$ cat src/rtl/pc_pkg.sv
// Shared types and constants for the program-counter sequencer and its
// branch-target table.
package pc_pkg;
    localparam int PC_W_DEF  = 10;
    localparam int TGT_W_DEF = 8;
    localparam int TBL_DEPTH = 16;
    localparam int SEL_W     = 4;

    typedef enum logic [1:0] {
        IDLE = 2'd0,
        RUN  = 2'd1,
        DONE = 2'd2
    } state_e;

    // Power-on contents of the branch-target table.
    function automatic int tgt_reset(input int idx);
        case (idx)
            1:       return 1;
            2:       return 30;
            3:       return 31;
            default: return 0;
        endcase
    endfunction
endpackage

$ cat src/rtl/branch_target_table.sv
// 16-entry branch-target register file: one synchronous write port and one
// combinational read port, asynchronously reset to the package constants.
module branch_target_table
    import pc_pkg::*;
#(
    parameter int TGT_W = TGT_W_DEF
) (
    input  logic             clk,
    input  logic             rst,
    input  logic             we,
    input  logic [SEL_W-1:0] waddr,
    input  logic [TGT_W-1:0] wdata,
    input  logic [SEL_W-1:0] raddr,
    output logic [TGT_W-1:0] rdata
);
    logic [TBL_DEPTH-1:0][TGT_W-1:0] tbl_q, tbl_d;

    always_comb begin
        tbl_d = tbl_q;
        if (we) tbl_d[waddr] = wdata;
    end

    always_ff @(posedge clk or posedge rst) begin
        if (rst) begin
            for (int i = 0; i < TBL_DEPTH; i++) tbl_q[i] <= TGT_W'(tgt_reset(i));
        end else begin
            tbl_q <= tbl_d;
        end
    end

    // Read the registered contents so a same-cycle write is not seen.
    assign rdata = tbl_q[raddr];
endmodule

$ cat src/rtl/pc_sequencer.sv
// Program-counter sequencer: IDLE/RUN/DONE control, next-PC mux with
// step/stall/absolute and relative branches through the target table.
module pc_sequencer
    import pc_pkg::*;
#(
    parameter int PC_W     = PC_W_DEF,
    parameter int TGT_W    = TGT_W_DEF,
    parameter int START_PC = 0
) (
    input  logic             Clk,
    input  logic             Reset,
    input  logic             Start,
    input  logic             Halt,
    input  logic             Stall,
    input  logic             BranchEn,
    input  logic             BranchAbs,
    input  logic [SEL_W-1:0] BranchSel,
    input  logic             TgtWe,
    input  logic [SEL_W-1:0] TgtAddr,
    input  logic [TGT_W-1:0] TgtData,
    output logic [PC_W-1:0]  PC,
    output logic             Running,
    output logic             Done
);
    localparam logic [PC_W-1:0] START = PC_W'(START_PC);

    state_e           state_q, state_d;
    logic [PC_W-1:0]  pc_q, pc_d;
    logic             running_q, running_d;
    logic             done_q, done_d;
    logic [TGT_W-1:0] tgt;

    branch_target_table #(.TGT_W(TGT_W)) u_tbl (
        .clk   (Clk),
        .rst   (Reset),
        .we    (TgtWe),
        .waddr (TgtAddr),
        .wdata (TgtData),
        .raddr (BranchSel),
        .rdata (tgt)
    );

    always_comb begin
        state_d = state_q;
        pc_d    = pc_q;
        case (state_q)
            IDLE, DONE: begin
                if (Start) begin
                    state_d = RUN;
                    pc_d    = START;
                end
            end
            RUN: begin
                if (Halt) begin
                    state_d = DONE;
                end else if (Stall) begin
                    pc_d = pc_q;
                end else if (BranchEn) begin
                    // Relative offsets are signed; the sum wraps at PC_W bits.
                    pc_d = BranchAbs ? PC_W'(tgt) : pc_q + PC_W'($signed(tgt));
                end else begin
                    pc_d = pc_q + 1'b1;
                end
            end
            default: begin
                state_d = IDLE;
                pc_d    = START;
            end
        endcase
        running_d = (state_d == RUN);
        done_d    = (state_d == DONE);
    end

    always_ff @(posedge Clk or posedge Reset) begin
        if (Reset) begin
            state_q   <= IDLE;
            pc_q      <= START;
            running_q <= 1'b0;
            done_q    <= 1'b0;
        end else begin
            state_q   <= state_d;
            pc_q      <= pc_d;
            running_q <= running_d;
            done_q    <= done_d;
        end
    end

    assign PC      = pc_q;
    assign Running = running_q;
    assign Done    = done_q;
endmodule

$ cat config.mk
export PLATFORM = sky130hd
export DESIGN_NAME = pc_sequencer
export DESIGN_NICKNAME = d
export VERILOG_FILES = /design/src/rtl/pc_pkg.sv /design/src/rtl/branch_target_table.sv /design/src/rtl/pc_sequencer.sv
export SDC_FILE = /design/constraint.sdc
export NUM_CORES = 1
export LEC_CHECK = 0
export CAP_MARGIN = 20
export CORE_MARGIN = 8
export CORE_UTILIZATION = 35
export CTS_CLUSTER_DIAMETER = 80
export DETAILED_ROUTE_END_ITERATION = 6
export PLACE_DENSITY = 0.48
export SLEW_MARGIN = 20
export SYNTH_ARGS = -nofsm -noshare
export SYNTH_HDL_FRONTEND = slang
export SYNTH_SLANG_ARGS = --single-unit
$ cat constraint.sdc
create_clock -name Clk -period 5.2 [get_ports Clk]
set_clock_uncertainty 0.2 [all_clocks]
set_input_delay 0.78 -clock Clk [delete_from_list [all_inputs] [get_ports Clk]]
set_output_delay 0.78 -clock Clk [all_outputs]
set_load 0.01 [all_outputs]
# Yosys cells after proc, flatten, opt, wreduce, memory -nomap -nowiden
# Index checks and enable logic that the tools add are counted.
# word_totals
in_bits	24
out_inout_bits	12
wordCells	50
regBits	142
# classes
add_sub_neg	2
order_cmp	3
n_reduce_logical	4
eq_ne	7
mux	14
# ops
op	n
$bwmux W128	1
$mux W10	5
$bmux W8 S4	1
$demux W8 S4	1
$pmux W10 S2	1
$mux W8	2
$add A10 B1 Y10 const B	1
$add A10 B10 Y10	1
$lt A4 B5 Y1 const B	2
$ne A2 B2 Y1 const B	3
$eq A2 B1 Y1 const B	2
$eq A2 B2 Y1 const B	2
$ge A4 B1 Y1 const B	1
$mux W2	2
$pmux W2 S2	1
$reduce_and A3 Y1	1
$logic_not A2 Y1	1
$reduce_or A2 Y1	1
$logic_and A1 B1 Y1	1

# Logic depth before layout (Yosys ltp)
# Gate-level depths: netlist of the first run.
# logic_depth
word_depth	8
ltp_mapped	15
ltp_nobuf	13

# Cells and area by module
# From an unflattened synthesis of the first run, not the netlist that was laid out.
# unflattened
cells_unflattened	538
area_unflattened_um2	7325.8
# by_module_without_submodules
module	area_per_inst_um2	instances	seq_area_each_um2	cells_each
branch_target_table	5965.7	1	3215.6	369
pc_sequencer	1360.1	1	350.3	169

# Least setup slack after synthesis of the first run
# OpenSTA, ideal clock, no wires.
# synth_path
path_type	input to register
from	input port BranchSel[0]
to	register pc_q[6] (netlist: PC[6])
path_slack_ns	1.183
path_stages	14
required_ns	4.880
arrival_time_ns	3.697
path_buffers	2
setup_ns	0.120
cell_sequence	buf_2 -> buf_2 -> mux4_2 -> a211oi_1 -> a21oi_1 -> ha_1 -> inv_1 -> fa_1 -> nor2b_1 -> o21a_1 -> o21a_1 -> o21a_1 -> or3_1 -> a31o_1
# synth_between
elab_chain_cells	8
# synth_lines
element	line_no	source
start, declared	pc_sequencer.sv:17	input logic [SEL_W-1:0] BranchSel,
$bmux W8 S4 (*)	branch_target_table.sv:32	assign rdata = tbl_q[raddr];
$mux W8 (implied by the code) (*)	branch_target_table.sv:32	
$add A10 B10 Y10	pc_sequencer.sv:60	pc_d = BranchAbs ? PC_W'(tgt) : pc_q + PC_W'($signed(tgt));
$mux W10 (*)	pc_sequencer.sv:60	
$mux W10 (*)	pc_sequencer.sv:58	end else if (BranchEn) begin
$mux W10 (*)	pc_sequencer.sv:56	end else if (Stall) begin
$mux W10 (*)	pc_sequencer.sv:54	if (Halt) begin
$pmux W10 S2 (*)	pc_sequencer.sv:46	case (state_q)
end signal, assigned	pc_sequencer.sv:82	pc_q <= pc_d;
end, declared	pc_sequencer.sv:28	logic [PC_W-1:0] pc_q, pc_d;
# Every way passes the cells marked *; elsewhere a longest branch is shown, timed or not. The select of a mux whose other input is x is not followed.
# A chain may end at the register's enable or synchronous reset.

# Worst setup path after layout of the first run
# layout_path
from	input port BranchSel[2]
to	register pc_q[6] (netlist: PC[6])
# Same word-level chain as after synthesis.

==> summary.md, run 1 <==
| Metric | Value |
|---|---|
| Status | completed |
| Internal power | 2.536 mW |
| Startpoint types | input pin |
| Clk buf depth | 2 |
| Max stage delay on crit path | 0.77 ns |
| Synth area leader | dfrtp_1 |
| RePlAce Congestion | 0.8405 |
| Final instance area | 0.008367 mm^2 |
| FF+latch area | 0.003566 mm^2 |
| Distinct cell type count after synthesis | 50 |
| Post-synth top area share | 0.4687 |
| Top-count cell post-synth | dfrtp_1 |
| Pin count of the biggest net entering global routing | 80 |
| Endpoints failing setup | 0 |
| Area delta synth->final | 18.71% |
| Synth Instances | 507 |
| Tightest Pin Transition | 1.110 ns |
| Antenna cells | 0 |
| Fmax | 0.2407 GHz |
| Post-Synth Simple-Gate Area | 0.06089 |
| CTS Buf Count | 17 |
| Routed vias | 4,427 |
| Die X | 157.9 um |
| Min-delay worst type | register to register |
| Syn avg cell area | 13.90 um^2 |
| Layout cells sized above 1 | 0.3826 |
| Clk pin slew, worst setup/hold paths | 0.06 ns |
| H-tree Lvls | 4 |
| Crit-path slowest cell | clkdlybuf4s50_1 |
| Count of maximum capacitance violations | 0 |
| Async S/R FF share, synth | 1.000 |
| IO buf count | 35 |
| Register area share after synthesis | 0.5059 |
| Worst R2R Path Depth | 13 |
| Gate power share | 0.206 |
| Leak | 3.468 nW |
| Most used cell, CP | o21a_1 |
| Area of the multi-input gates | 0.003363 mm^2 |
| CTS tree | yes |
| Synth Area in Adders | 0.02059 |
| Clock network fraction of total power | 0.358 |
| DP HPWL | 12,230 um |
| Crit Path Max Fanout | 12 |
| CORE AREA | 0.01997 mm^2 |
| Layout Nets | 584 |
| Final hold vios | 0 |
| Die ar. | 0.02493 mm^2 |
| Antenna violations before repair | 0 |
| Fin crit period | 4.155 ns |
| Warnings from Yosys | 0 |
| Register bit total from synthesis | 142 |
| Total gr overflow | 0 |
| Max-Slew Margin vs Limit | 0.2571 |
| Pre-antenna DRT Iters | 4 |
| Global-route wire length before repair | 28,380 um |
| Post-CTS Setup Bufs | 0 |
| Hold Path Stages | 1 |
| Fillers | 1,851 |
| Drt wl/cell | 21.50 um |
| Worst-Skew Late Latency | 0.42 ns |
| CP cell instances | clkdlybuf4s50_1, buf_4, mux4_2, mux2i_1, a21oi_1, ha_1, nor2b_1, o21a_1, o21a_1, o21a_1, or3_1, a31o_1 |
| Mapped Area | 0.007048 mm^2 |
| Post-CTS Resized | 0 |
| Die height | 157.9 um |
| TNS Setup | 0 ns |
| Psw | 925.7 uW |
| Worst path required time | 5.31 ns |
| Unrepaired setup endpoints after global routing | no |
| Overall Power | 3.462 mW |
| Total wire length | 17,890 um |
| Critical Path AT | 4.26 ns |
| Row count | 52 |
| Compound-gate portion of the synthesized area | 0.05219 |
| Iteration-0 DRC Markers | 199 |
| Vias per cell | 5.321 |
| Power Dens Cells | 413.7 mW/mm^2 |
| Largest family of logic cells by synthesized area | multiplexers |
| Synth area leaders | dfrtp_1, mux2_2, mux4_2 |
| Top FF cell, synth | dfrtp_1 |
| Number of global-route vias before repair | 4,745 |
| Post-synth EDFFs | 0 |
| Post-Synth XOR/XNOR Area | 0.01101 |
| VDD IR max | 0.1943 mV |
| Sw Ratio | 0.2674 |
| Root buffer cell | clkbuf_16 |
| IO Pins | 36 |
| Top cells by count, synth | dfrtp_1, mux2_2, mux4_2 |
| DRC | 0 |
| Final ANT Viol Nets | 0 |
| Syn Nets | 542 |
| Period utilization | 0.7990 |
| Initial Utilization | 0.3529 |
| Total GRT Usage | 0.1544 |
| Mux cell area share after synthesis | 0.3297 |
| Register share of total power | 0.436 |
| TritonCTS Sinks | 142 |
| Worst Setup End Kind | register |
| Hold Buf Count CTS | 0 |
| Hold slack | 0.2859 ns |
| Slew Limit Fails | 0 |
| Area after DPL | 0.007759 mm^2 |
| Crit path kind | input pin to register |
## worst max-delay path: cells and delay by family
| family | cells | cell delay (ns) |
|---|---|---|
| muxes | 2 | 0.58 |
| buffers and inverters | 2 | 1.11 |
| adders and majority gates | 1 | 0.37 |
| and+or+nand+nor | 2 | 0.46 |
| AOI/OAI and AO/OA | 5 | 0.96 |
## stage by stage
stage,util,instances,worst slack (ns)
after floorplan,-,507,0.4270
after detailed placement,0.3884,800,0.6223
after CTS,0.4186,832,1.074
after global routing,0.4189,832,0.9310
after global placement,0.3872,799,0.6596
final,0.4189,832,1.045
## layout by cell type (no fill, tap or decap), types with 5 or more instances in the layout
| master | count |
|---|---|
| a21oi_1 | 10 |
| buf_4 | 13 |
| clkbuf_16 | 17 |
| clkdlybuf4s50_1 | 34 |
| dfrtp_1 | 132 |
| dfstp_2 | 10 |
| ha_1 | 10 |
| mux2_1 | 14 |
| mux2_2 | 115 |
| mux4_2 | 35 |
| nand2_1 | 26 |
| nand2b_1 | 6 |
| nand3_1 | 10 |
| nor2_1 | 22 |
| nor2b_1 | 5 |
| o21a_1 | 5 |
| o21ai_0 | 11 |
| or3_1 | 5 |
| xnor2_1 | 6 |
## flip-flops by register name, summed over array words and instances, names as in the netlist
name,cells
state_q,2
u_tbl.tbl_q,128
PC,10
Done,1
Running,1
## path summary, 6_finish.rpt
check                                              endpoint                         from  slack, ns
worst min register to register  u_tbl.tbl_q[21]$_DFFE_PP0P_  u_tbl.tbl_q[21]$_DFFE_PP0P_       0.29
worst min-delay path            u_tbl.tbl_q[21]$_DFFE_PP0P_  u_tbl.tbl_q[21]$_DFFE_PP0P_       0.29
max in group asynchronous       u_tbl.tbl_q[19]$_DFFE_PP1P_                        Reset       3.11
min in group asynchronous              state_q[1]$_DFF_PP0_                        Reset       0.65
worst max register to register            PC[6]$_DFFE_PP0P_  u_tbl.tbl_q[40]$_DFFE_PP0P_       1.91
worst max-delay path                      PC[6]$_DFFE_PP0P_                 BranchSel[2]       1.05
## cells by family (layout without fill, tap and decap cells)
logic type	Yosys count	in the layout
buffers and inverters	32	87
AND/OR/NAND/NOR	90	90
adder cells (fa/ha/maj)	11	11
AO/OA/AOI/OAI	55	55
multiplexers	169	169
flip-flops	142	142
XOR/XNOR	8	8
## power groups by stage
stage / registers [mW] / clock network, mW / logic (mW)
2_1_floorplan: 1.48 / 0 / 0.539
3_3_place_gp: 1.52 / 0 / 0.696
3_5_place_dp: 1.53 / 0 / 0.717
4_1_cts: 1.51 / 1.27 / 0.720
5_1_grt: 1.55 / 1.32 / 0.779
6_report: 1.51 / 1.24 / 0.713
## area by class of cell
| cell class | instances | share of cell area |
|---|---|---|
| Clock inverter | 11 | 0.01570 |
| Timing Repair Buffer | 50 | 0.05668 |
| Sequential cell | 142 | 0.4262 |
| Inverter | 5 | 0.002841 |
| Tap cell | 270 | 0.04038 |
| Multi-Input combinational cell | 333 | 0.4020 |
| Clock buffer | 21 | 0.05623 |
## metal layers
| metal | GRT usage | part of all wire | vias up |
|---|---|---|---|
| met5 | 0 | 0 | - |
| met2 | 0.2517 | 0.49 | 82 |
| li1 | - | - | 1983 |
| met1 | 0.2005 | 0.46 | 2337 |
| met4 | 0.04578 | 0.015 | 0 |
| met3 | 0.03631 | 0.039 | 25 |
Note: power is estimated with default switching activity, not from simulation.
==> run 2: changes to the inputs <==
==> constraint.sdc (replaced) <==
create_clock -name Clk -period 3.9 [get_ports Clk]
set_clock_uncertainty 0.2 [all_clocks]
set_input_delay 0.585 -clock Clk [delete_from_list [all_inputs] [get_ports Clk]]
set_output_delay 0.585 -clock Clk [all_outputs]
set_load 0.01 [all_outputs]
==> run 2 against run 1 <==
Setup slack worse by 0.70 ns. Register-to-register slack got worse by 1.3 ns. Critical path depth down 1. Cell count is 3.7% higher. First-iteration DRC count is 17% higher. Clock-buffer cell count fell by 1. Sequential share of layout area fell by 1.2 points. Total power increased by 36%. Cell area rose by 3.0%. Via count up 2.3%. Routed wire length is 0.50% higher.
==> summary.md, run 2 (synthesized netlist as in run 1, its figures left out) <==
| Metric | Value |
|---|---|
| Hold path endpoint | u_tbl.tbl_q[34]$_DFFE_PP0P_ |
| Max-Slew Margin vs Limit | 0.3828 (+0.1257) |
| Max stage delay on crit path | 0.56 ns (-0.21 ns) |
| Total GRT Usage | 0.1542 (about the same) |
| Post-CTS Setup Bufs | 0 (unchanged) |
| Startpoint types | input pin |
| Worst R2R Path Depth | 14 (+1) |
| CTS Buf Count | 17 (unchanged) |
| Global-route wire length before repair | 28,490 um (+0.39%) |
| DRC | 0 (unchanged) |
| Top Family by Delay on Critical Path | multiplexers |
| Overall Power | 4.711 mW (+36%) |
| Die ar. | 0.02493 mm^2 (unchanged) |
| Antenna cells | 0 (unchanged) |
| Die X | 157.9 um (unchanged) |
| Commonest non-fill, non-tap cell in the layout | dfrtp_1 |
| Initial Utilization | 0.3529 (unchanged) |
| IO buf count | 35 (unchanged) |
| Number of global-route vias before repair | 4,779 (+0.72%) |
| Tightest Pin Transition | 0.9239 ns (-0.1864 ns) |
| Worst-Skew Late Latency | 0.42 ns (about the same) |
| Final ANT Viol Nets | 0 (unchanged) |
| Die height | 157.9 um (unchanged) |
| Row count | 52 (unchanged) |
| Largest register FFs | 128 (unchanged) |
| Power Dens Cells | 546.7 mW/mm^2 (+32%) |
| Area delta synth->final | 22.28% |
| Crit path kind | input pin to register |
| Worst Setup End Kind | register |
| Min-delay worst type | register to register |
| Antenna violations before repair | 0 (unchanged) |
| Endpoints failing setup | 0 (unchanged) |
| Drt wl/cell | 20.83 um (-3.1%) |
| RePlAce Congestion | 0.8102 (-3.6%) |
| CTS tree | yes |
| Critical Path AT | 3.66 ns (-0.60 ns) |
| Clk pin slew, worst setup/hold paths | 0.07 ns (about the same) |
| CP cell instances | clkdlybuf4s50_1, buf_4, mux4_1, mux4_2, ha_1, a21oi_1, o21ai_0, a41oi_1, xnor2_1, o21a_1, o21ai_2 |
| Final std cells w/o fill | 863 (+3.7%) |
| Total gr overflow | 0 (unchanged) |
| Period utilization | 0.9107 |
| Fin crit period | 3.552 ns |
| Count of maximum capacitance violations | 0 (unchanged) |
| Layout cells sized above 1 | 0.4064 (+0.02385) |
| Hold Buf Count CTS | 0 (unchanged) |
| DP HPWL | 12,760 um (+4.4%) |
| HP Start | u_tbl.tbl_q[34]$_DFFE_PP0P_ |
| Root buffer cell | clkbuf_16 |
| CORE AREA | 0.01997 mm^2 (unchanged) |
| Total wire length | 17,980 um (+0.50%) |
| Crit-path slowest cell | clkdlybuf4s50_1 |
| Leak | 3.626 nW (+4.5%) |
| Area after DPL | 0.008010 mm^2 (+3.2%) |
| Worst path buffer plus inverter count | 2 (unchanged) |
| Fillers | 1,863 (+0.65%) |
| Hold slack | 0.2899 ns (+0.004017 ns) |
| Commonest cells after routing, fill and taps aside | dfrtp_1, mux2_2, buf_4 |
| TritonCTS Sinks | 142 (unchanged) |
| Status | completed |
| Final instance area | 0.008618 mm^2 (+3.0%) |
| Post-CTS Resized | 0 (unchanged) |
| Vias per cell | 5.247 (-1.4%) |
| Area of the multi-input gates | 0.003343 mm^2 (-0.60%) |
| FF-to-FF setup slack | 0.57 ns (-1.34 ns) |
| Reg2reg start | u_tbl.tbl_q[40]$_DFFE_PP0P_ |
| FF+latch area | 0.003566 mm^2 (unchanged) |
| H-tree Lvls | 4 (unchanged) |
| VDD IR max | 0.2977 mV (+53%) |
| IO Pins | 36 (unchanged) |
| Placed cell count | 831 (+3.9%) |
| Crit Path Max Fanout | 6 (-6) |
| Worst path required time | 4.01 ns (-1.30 ns) |
| Placement Setup Slack | -0.1333 ns (-0.7556 ns) |
| Unrepaired setup endpoints after global routing | no |
| Pin count of the biggest net entering global routing | 44 (-45%) |
| Clk buf depth | 2 (unchanged) |
| Hold Path Stages | 1 (unchanged) |
| Post-route setup slack | 0.3484 ns (-0.6967 ns) |
| Fmax | 0.2816 GHz |
| Pre-antenna DRT Iters | 4 (unchanged) |
| Iteration-0 DRC Markers | 232 (+17%) |
| Fin util | 0.4315 (+0.01259) |
| Routed vias | 4,528 (+2.3%) |
| Worst path depth | 11 (-1) |
| Layout Nets | 615 (+5.3%) |
| TNS Setup | 0 ns (unchanged) |
| Worst r2r dst | PC[6]$_DFFE_PP0P_ |
| Slew Limit Fails | 0 (unchanged) |
| Final hold vios | 0 (unchanged) |
| Most flops, register | u_tbl.tbl_q |
==> run 2: changes by cell type in the layout (fill, tap and decap cells not counted), moves of 2 or more <==
cell	previous run	this run
buf_12	1	4
nor2_1	22	25
nor2_2	3	0
clkbuf_8	3	1
inv_6	4	2
buf_4	13	42
==> run 2: worst max-delay path by stage <==
stage | startpoint | to
finish | BranchSel[2] | PC[9]$_DFFE_PP0P_
detailed placement | BranchSel[2] | PC[6]$_DFFE_PP0P_
CTS | BranchSel[2] | PC[6]$_DFFE_PP0P_
floorplan | BranchSel[0] | PC[6]$_DFFE_PP0P_
global route | BranchSel[2] | PC[8]$_DFFE_PP0P_
global placement | BranchSel[2] | PC[6]$_DFFE_PP0P_
==> run 2: where the power goes <==
part	switching [mW]	internal (mW)
sequential	0.192	1.82
combinational	0.400	0.610
clock	0.656	1.03
total	1.25	3.46
==> run 2: per-layer routing <==
metal	wire, um	up-vias	share of wire	global-route usage
li1	-	2049	-	-
met1	8048	2374	0.45	0.2005
met2	8899	92	0.49	0.2581
met3	855	13	0.048	0.02867
met4	174	0	0.0097	0.04352
met5	0	-	0	0
==> run 2: worst register-to-register path: cells and delay by family, from the launching register on <==
family | cells | cell delay, ns
fa+ha+maj | 2 | 0.40
compound gates | 6 | 1.05
flops | 1 | 0.37
simple gates | 3 | 0.50
mux | 1 | 0.48
buf+inv | 2 | 0.22
==> run 2: cell type report <==
type	instances	share of cell area
tap	270	0.03920
inverter	5	0.002613
multi-input combinational	333	0.3879
sequential	142	0.4138
clock buffer	20	0.05183
clock inverter	12	0.01873
timing repair buffer	81	0.08595
